<file path="src/rtl/atmega_spi_s.sv">
// ATmega-compatible SPI slave peripheral with SPCR/SPSR/SPDR on the core I/O bus.
// External SCK/SS/MOSI are brought into the clk domain through two-flop
// synchronisers; all protocol timing is derived from edges of the synced SCK.
// Optional feature: define ATMEGA_SPI_S_OVERRUN_EN to keep the first unread
// byte on overrun and report it in SPSR.OVR (bit 5).
module atmega_spi_s #(
    parameter int                           BUS_ADDR_DATA_LEN = 8,
    parameter logic [BUS_ADDR_DATA_LEN-1:0] SPCR_ADDR         = 8'h0D,
    parameter logic [BUS_ADDR_DATA_LEN-1:0] SPSR_ADDR         = 8'h0E,
    parameter logic [BUS_ADDR_DATA_LEN-1:0] SPDR_ADDR         = 8'h0F
) (
    input  logic                         clk_i,
    input  logic                         rst_n,
    input  logic [BUS_ADDR_DATA_LEN-1:0] addr_i,
    input  logic                         wr_i,
    input  logic                         rd_i,
    input  logic [7:0]                   bus_in_i,
    output logic [7:0]                   bus_out_o,
    output logic                         int_o,
    input  logic                         int_rst_i,
    output logic                         io_connect_o,
    input  logic                         sck_i,
    input  logic                         ss_i,
    input  logic                         mosi_i,
    output logic                         miso_o,
    output logic                         miso_oe_o
);

    typedef enum logic [1:0] {
        ST_IDLE   = 2'd0,
        ST_LOAD   = 2'd1,
        ST_ACTIVE = 2'd2
    } state_e;

    state_e      state_q, state_d;
    logic [7:0]  spcr_q;
    logic        spif_q;
    logic        wcol_q;
    logic        clr_arm_q;
    logic [7:0]  tx_buf_q;
    logic [7:0]  rx_buf_q;
    logic [7:0]  shifter_q;
    logic [2:0]  bit_cnt_q;
    logic        miso_q;
    logic [1:0]  sck_sync_q;
    logic [1:0]  ss_sync_q;
    logic [1:0]  mosi_sync_q;
    logic        sck_prev_q;
    logic        ss_prev_q;
`ifdef ATMEGA_SPI_S_OVERRUN_EN
    logic        ovr_q;
`endif

    logic        spie_s, spe_s, dord_s, cpol_s, cpha_s;
    logic        sck_s, ss_s, mosi_s;
    logic        sck_rise_s, sck_fall_s, ss_fall_s;
    logic        lead_s, trail_s, abort_s, active_s;
    logic        sample_s, shift_s, done_s;
    logic [7:0]  shift_in_s;
    logic        spcr_wr_s, spdr_wr_s, spsr_rd_s, spdr_rd_s;
    logic        wr_ok_s, clr_s, ovr_bit_s;
    logic [7:0]  spsr_s;

    assign spie_s = spcr_q[7];
    assign spe_s  = spcr_q[6];
    assign dord_s = spcr_q[5];
    assign cpol_s = spcr_q[3];
    assign cpha_s = spcr_q[2];

    assign sck_s  = sck_sync_q[1];
    assign ss_s   = ss_sync_q[1];
    assign mosi_s = mosi_sync_q[1];

    assign sck_rise_s = sck_s & ~sck_prev_q;
    assign sck_fall_s = ~sck_s & sck_prev_q;
    assign ss_fall_s  = ~ss_s & ss_prev_q;

    // Leading edge leaves the idle level set by CPOL; CPHA picks which edge samples.
    assign lead_s   = cpol_s ? sck_fall_s : sck_rise_s;
    assign trail_s  = cpol_s ? sck_rise_s : sck_fall_s;
    assign abort_s  = ~spe_s | ss_s;
    assign active_s = (state_q == ST_ACTIVE) & ~abort_s;
    assign sample_s = active_s & (cpha_s ? trail_s : lead_s);
    assign shift_s  = active_s & (cpha_s ? lead_s : trail_s);
    assign done_s   = sample_s & (bit_cnt_q == 3'd7);

    // Shifter image after taking in the current MOSI bit; also the completed byte.
    assign shift_in_s = dord_s ? {mosi_s, shifter_q[7:1]} : {shifter_q[6:0], mosi_s};

    assign spcr_wr_s = wr_i & (addr_i == SPCR_ADDR);
    assign spdr_wr_s = wr_i & (addr_i == SPDR_ADDR);
    assign spsr_rd_s = rd_i & (addr_i == SPSR_ADDR);
    assign spdr_rd_s = rd_i & (addr_i == SPDR_ADDR);

    // A data write is only safe before the first sample edge of a byte.
    assign wr_ok_s = (state_q != ST_ACTIVE) | (bit_cnt_q == 3'd0);
    assign clr_s   = spdr_rd_s & clr_arm_q;

`ifdef ATMEGA_SPI_S_OVERRUN_EN
    assign ovr_bit_s = ovr_q;
`else
    assign ovr_bit_s = 1'b0;
`endif
    assign spsr_s = {spif_q, wcol_q, ovr_bit_s, 5'b00000};

    assign int_o        = spie_s & spif_q;
    assign io_connect_o = spe_s;
    assign miso_oe_o    = spe_s & ~ss_s;
    assign miso_o       = miso_q;

    // Two-flop synchronisers for the pad inputs plus one history flop for edge detection.
    always_ff @(posedge clk_i or negedge rst_n) begin
        if (!rst_n) begin
            sck_sync_q  <= 2'b00;
            ss_sync_q   <= 2'b11;
            mosi_sync_q <= 2'b00;
            sck_prev_q  <= 1'b0;
            ss_prev_q   <= 1'b1;
        end else begin
            sck_sync_q  <= {sck_sync_q[0], sck_i};
            ss_sync_q   <= {ss_sync_q[0], ss_i};
            mosi_sync_q <= {mosi_sync_q[0], mosi_i};
            sck_prev_q  <= sck_sync_q[1];
            ss_prev_q   <= ss_sync_q[1];
        end
    end

    // FSM state register.
    always_ff @(posedge clk_i or negedge rst_n) begin
        if (!rst_n) begin
            state_q <= ST_IDLE;
        end else begin
            state_q <= state_d;
        end
    end

    // FSM next state: deselect or disable always forces IDLE, aborting any partial byte.
    always_comb begin
        state_d = state_q;
        if (abort_s) begin
            state_d = ST_IDLE;
        end else begin
            case (state_q)
                ST_IDLE: begin
                    if (ss_fall_s) begin
                        state_d = ST_LOAD;
                    end else begin
                        state_d = ST_IDLE;
                    end
                end
                ST_LOAD:   state_d = ST_ACTIVE;
                ST_ACTIVE: state_d = ST_ACTIVE;
                default:   state_d = ST_IDLE;
            endcase
        end
    end

    // Serial datapath: load on select, shift on sample edges, drive MISO on shift edges.
    always_ff @(posedge clk_i or negedge rst_n) begin
        if (!rst_n) begin
            shifter_q <= 8'h00;
            bit_cnt_q <= 3'd0;
            miso_q    <= 1'b0;
        end else if (state_q == ST_LOAD) begin
            shifter_q <= tx_buf_q;
            bit_cnt_q <= 3'd0;
            if (!cpha_s) begin
                miso_q <= dord_s ? tx_buf_q[0] : tx_buf_q[7];
            end
        end else if (active_s) begin
            if (sample_s) begin
                bit_cnt_q <= bit_cnt_q + 3'd1;
                shifter_q <= done_s ? tx_buf_q : shift_in_s;
            end else if (shift_s) begin
                miso_q <= dord_s ? shifter_q[0] : shifter_q[7];
            end
        end else begin
            bit_cnt_q <= 3'd0;
        end
    end

    // Register file: control, transmit buffer, receive buffer and status flags.
    always_ff @(posedge clk_i or negedge rst_n) begin
        if (!rst_n) begin
            spcr_q    <= 8'h00;
            tx_buf_q  <= 8'h00;
            rx_buf_q  <= 8'h00;
            spif_q    <= 1'b0;
            wcol_q    <= 1'b0;
            clr_arm_q <= 1'b0;
`ifdef ATMEGA_SPI_S_OVERRUN_EN
            ovr_q     <= 1'b0;
`endif
        end else begin
            if (spcr_wr_s) begin
                spcr_q <= bus_in_i;
            end
            if (spdr_wr_s && wr_ok_s) begin
                tx_buf_q <= bus_in_i;
            end
`ifdef ATMEGA_SPI_S_OVERRUN_EN
            if (done_s && spif_q) begin
                ovr_q <= 1'b1;
            end else if (done_s) begin
                rx_buf_q <= shift_in_s;
            end else if (clr_s) begin
                ovr_q <= 1'b0;
            end
`else
            if (done_s) begin
                rx_buf_q <= shift_in_s;
            end
`endif
            // Completion beats any simultaneous clear.
            if (done_s) begin
                spif_q <= 1'b1;
            end else if (clr_s || int_rst_i) begin
                spif_q <= 1'b0;
            end
            if (spdr_wr_s && !wr_ok_s) begin
                wcol_q <= 1'b1;
            end else if (clr_s) begin
                wcol_q <= 1'b0;
            end
            if (spsr_rd_s && spif_q) begin
                clr_arm_q <= 1'b1;
            end else if (spdr_rd_s) begin
                clr_arm_q <= 1'b0;
            end
        end
    end

    // Read mux: zero unless a read strobe hits one of the three registers.
    always_comb begin
        bus_out_o = 8'h00;
        if (rd_i) begin
            if (addr_i == SPCR_ADDR) begin
                bus_out_o = spcr_q;
            end else if (addr_i == SPSR_ADDR) begin
                bus_out_o = spsr_s;
            end else if (addr_i == SPDR_ADDR) begin
                bus_out_o = rx_buf_q;
            end else begin
                bus_out_o = 8'h00;
            end
        end else begin
            bus_out_o = 8'h00;
        end
    end

endmodule

</file>
<file path="config.mk">
export PLATFORM = sky130hd
export DESIGN_NAME = atmega_spi_s
export DESIGN_NICKNAME = d
export VERILOG_FILES = /design/src/rtl/atmega_spi_s.sv
export SDC_FILE = /design/constraint.sdc
export NUM_CORES = 1
export LEC_CHECK = 0
export BUFFER_PORTS_ARGS = -buffer_cell sky130_fd_sc_hd__buf_2
export CORE_ASPECT_RATIO = 0.6
export CORE_MARGIN = 4
export CORE_UTILIZATION = 40
export DETAILED_ROUTE_END_ITERATION = 10
export GPL_TIMING_DRIVEN = 0
export HOLD_SLACK_MARGIN = 0.15
export PLACE_DENSITY_LB_ADDON = 0.25
export SLEW_MARGIN = 25
export SYNTH_ARGS = -nofsm -noshare
export SYNTH_HDL_FRONTEND = slang
export SYNTH_SLANG_ARGS = --single-unit
export TNS_END_PERCENT = 20
</file>
<file path="constraint.sdc">
create_clock -name clk_i -period 4.6 [get_ports clk_i]
set_input_delay 0.92 -clock clk_i [delete_from_list [all_inputs] [get_ports clk_i]]
set_output_delay 0.92 -clock clk_i [all_outputs]
set_load 0.03 [all_outputs]
</file>
==> results.md <==
- Routed Wire Length: 6.04 mm
- Core Region: about 6100 µm²
- Dominant cell type by area after synthesis: dfrtp_1
- PD cells: 285 nW/µm²
- Ports: 36
- Share of cells above drive strength 1: 0.283
- Count of input and output buffers: 34
- Hold Vio Cnt, Final: 0
- Hold_buf cts: 0
- Critical Path Start: addr_i[5]
- Crit. End Element: output pin
- Seq/Total Area, Yosys: 0.487
- Seq cells post-synth: 49
- Worst Setup Start Kind: input port
- Slowest stage cell, crit path: nor4_1
- Final worst setup slack: 1330 ps
- Multiplexer share of the synthesized area: 0.192
- Tmin final: roughly 3300 ps
- Grt ovf: 0
- CP Buf/Inv Count: 2
- Diode count: 0
- TritonCTS Sinks: 49
- Total number of vias: 1879
- Post-synthesis compound-gate area fraction: 0.103
- Finished Cell Area: 2920 µm²
- Simple-Gate Fraction of Synth Area: 0.128
- Final nets: 295
- Reg power frac: 0.545
- Switching Share: 0.226
- Die Ht: 69.6 µm
- Setup slack, reg-to-reg: 2450 ps
- Outcome: completed
- Final std cells w/o fill: 349
- CTS Buf Count: 5
- Worst slack at placement: roughly 1300 ps
- Detailed Place HPWL: 4.56 mm
- Residual DRC: 0
- Mapped Area: 2530 µm²
- Layout area overhead: 15.8%
- Worst setup path endpoint: bus_out_o[1]
- Global Route Usage Sum: 0.166
- Clock Latency Late Sink: 300 ps
- Worst Skew: 9.24 ps
- CP max FO: 6
- Post_cts resized: 0
- Yosys top cell area share: 0.456
- CP cell instances: buf_2 > nor4_1 > and4_1 > nand2_1 > nor2_1 > buf_2
- Pin count of the biggest net entering global routing: 50
- Asr flop ratio synth: 1.00
- Remaining antenna violation count: 0
- Starting density of the core: 0.413
- CTS tree: built
- Critical path depth in cells: 6
- Comb pwr share: 0.069
- Max_slew headroom: 0.586
- Worst reg2reg startpoint: bit_cnt_q[0]$_DFFE_PN0P_
- TritonRoute pass-1 iters: 4
- Per-cell routed wire length: approximately 17 µm
- RePlAce Congestion: 0.866
- Maximum VDD drop: roughly 0.13 mV
- Pint: 0.645 mW
- Lkg Pwr: 1.30 nW
- Post-CTS setup repair buffer count: 0
- Unrepaired setup endpoints after global routing: no
- Global-route wire length before repair: 10.1 mm
- Period utilization: 0.710
- Commonest non-fill, non-tap cell in the layout: dfrtp_1
- WP data required: approximately 3700 ps
- CTS Buffer Depth: 2
- Vias per cell: about 5.4
- Clock share of power: 0.386
- Clock-pin slew on the worst setup and hold paths: approximately 100 ps
- Final Core Density: 0.479
- Die area: 7690 µm²
- Most frequent cells in the layout: dfrtp_1 (46), buf_2 (35), mux2_2 (22)
- First DRT Iteration DRCs: 99
- Critical path's top delay family: simple AND/OR/NAND/NOR gates
- Reg2reg end: rx_buf_q[7]$_DFFE_PN0P_
- Row cnt: 22
- Xor/xnor cell area share of the yosys netlist: 0.00347
- Endpoints failing setup: 0
- Top cells by area, synth: dfrtp_1 (46%), mux2_2 (9.8%), mux2i_1 (7.9%), ha_1 (3.5%), dfstp_2 (3.1%)
- Dpl cells: 341
- Syn Nets: 254
- Adder-cell share of the synthesized area: 0.0347
- Type of the worst min-delay path: reg2reg
- Setup CP Type: in2out
- Number of global-route vias before repair: 1930
- Final Max Slew Viols: 0
- Avg Synthesized Cell Area: 11.3 µm²
- Most common cell on crit path: buf_2
- Main synth FF type: dfrtp_1
- EDFF count, synth: 0
- Max Clk Rate: around 310 MHz
- R2r worst-path depth: 6
- Distinct cells, synth: 42
- Post-synthesis cell count: ~220
- Largest family of logic cells by synthesized area: multiplexers
- Initial antenna violation count: 0
- Max H-tree Level: 2
- Worst Tran Pin Value: 618 ps
- MaxCap Viol Count: 0
- Die width: 111 µm
- Final total negative setup slack: 0 ps
- CP max stage delay: 430 ps
- Sw Pwr: 0.188 mW
- CTS Root Cell: clkbuf_8
- Critical Path AT: about 2400 ps
- Placed cell areas: 2800 µm²
- Number of synthesis warnings: 0
worst reg2reg max path: cells and delay by family, from the launching register on:
family / cells / cell delay, ps
buffers and inverters: 2 / 660
flip-flops: 1 / 390
multiplexers: 1 / 370
adder cells (fa/ha/maj): 2 / 360
AND/OR/NAND/NOR: 1 / 270
registers in the layout (all words and copies together) (netlist names):
name and flops:
spif_q 1, wcol_q 1, state_q 2, mosi_sync_q 2, spcr_q 8, miso_o 1, tx_buf_q 8, sck_prev_q 1
ss_sync_q 2, ss_prev_q 1, clr_arm_q 1, shifter_q 8, rx_buf_q 8, sck_sync_q 2, bit_cnt_q 3
area by class of cell:
class                      instances  area, µm²
clock buffer                       6       82.6
inverter                          20       75.1
timing repair buffer              34        173
buffer                            12       55.1
clock inverter                     2       37.5
fill                             591       3190
tap                               84        105
multi-input combinational        142       1170
sequential                        49       1230
kinds of logic after synthesis:
group           Yosys count
simple gates             56
flops                    49
mux                      44
compound gates           34
buf+inv                  32
fa+ha+maj                 7
xor+xnor                  1
routing by layer:
| layer | GRT usage | wire, µm | share of wire | vias up |
|---|---|---|---|---|
| li1 | - | - | - | 895 |
| met4 | 0.0314 | 25 | 0.0041 | 0 |
| met3 | 0.0593 | 462 | 0.076 | 4 |
| met2 | 0.220 | 2410 | 0.40 | 48 |
| met1 | 0.257 | 3150 | 0.52 | 932 |
| met5 | 0 | 0 | 0 | - |
metrics by stage:
| stage | hold slack, ps | power, mW |
|---|---|---|
| 6_report | 360 | 0.833 |
| 5_1_grt | 367 | 0.871 |
| 4_1_cts | 361 | 0.843 |
| 3_5_place_dp | 338 | 0.521 |
| 3_3_place_gp | 333 | 0.519 |
| 2_1_floorplan | 331 | 0.489 |
synthesized netlist by cell type (3+ instances only):
library cell,n
dfrtp_1,46
ha_1,7
nand2_1,7
inv_1,20
and4_1,4
nor2_1,11
or4_1,6
nand3_1,4
mux2_2,22
a41oi_1,6
dfstp_2,3
a21oi_1,5
mux2i_1,20
clkbuf_1,8
o311ai_1,4
o211ai_1,3
nand2b_1,5
and2_1,8
how the worst min path moves through the flow:
| stage | start | end | slack, ps | cells past startpoint |
|---|---|---|---|---|
| 2_1_floorplan | mosi_sync_q[0]$_DFF_PN0_ | mosi_sync_q[1]$_DFF_PN0_ | 330 | 0 |
| 3_3_place_gp | sck_sync_q[0]$_DFF_PN0_ | sck_sync_q[1]$_DFF_PN0_ | 330 | 0 |
| 3_5_place_dp | sck_sync_q[0]$_DFF_PN0_ | sck_sync_q[1]$_DFF_PN0_ | 340 | 0 |
| 4_1_cts | sck_sync_q[0]$_DFF_PN0_ | sck_sync_q[1]$_DFF_PN0_ | 360 | 0 |
| 5_1_grt | sck_sync_q[0]$_DFF_PN0_ | sck_sync_q[1]$_DFF_PN0_ | 370 | 0 |
| 6_report | sck_sync_q[0]$_DFF_PN0_ | sck_sync_q[1]$_DFF_PN0_ | 360 | 0 |
power by group through the flow:
stage | Combinational, mW | Sequential [mW] | Clock [mW]
6_report | 0.0573 | 0.454 | 0.322
5_1_grt | 0.0649 | 0.456 | 0.350
4_1_cts | 0.0581 | 0.454 | 0.331
3_5_place_dp | 0.0580 | 0.463 | 0
3_3_place_gp | 0.0568 | 0.462 | 0
2_1_floorplan | 0.0303 | 0.459 | 0
(Power assumes the default switching activity.)
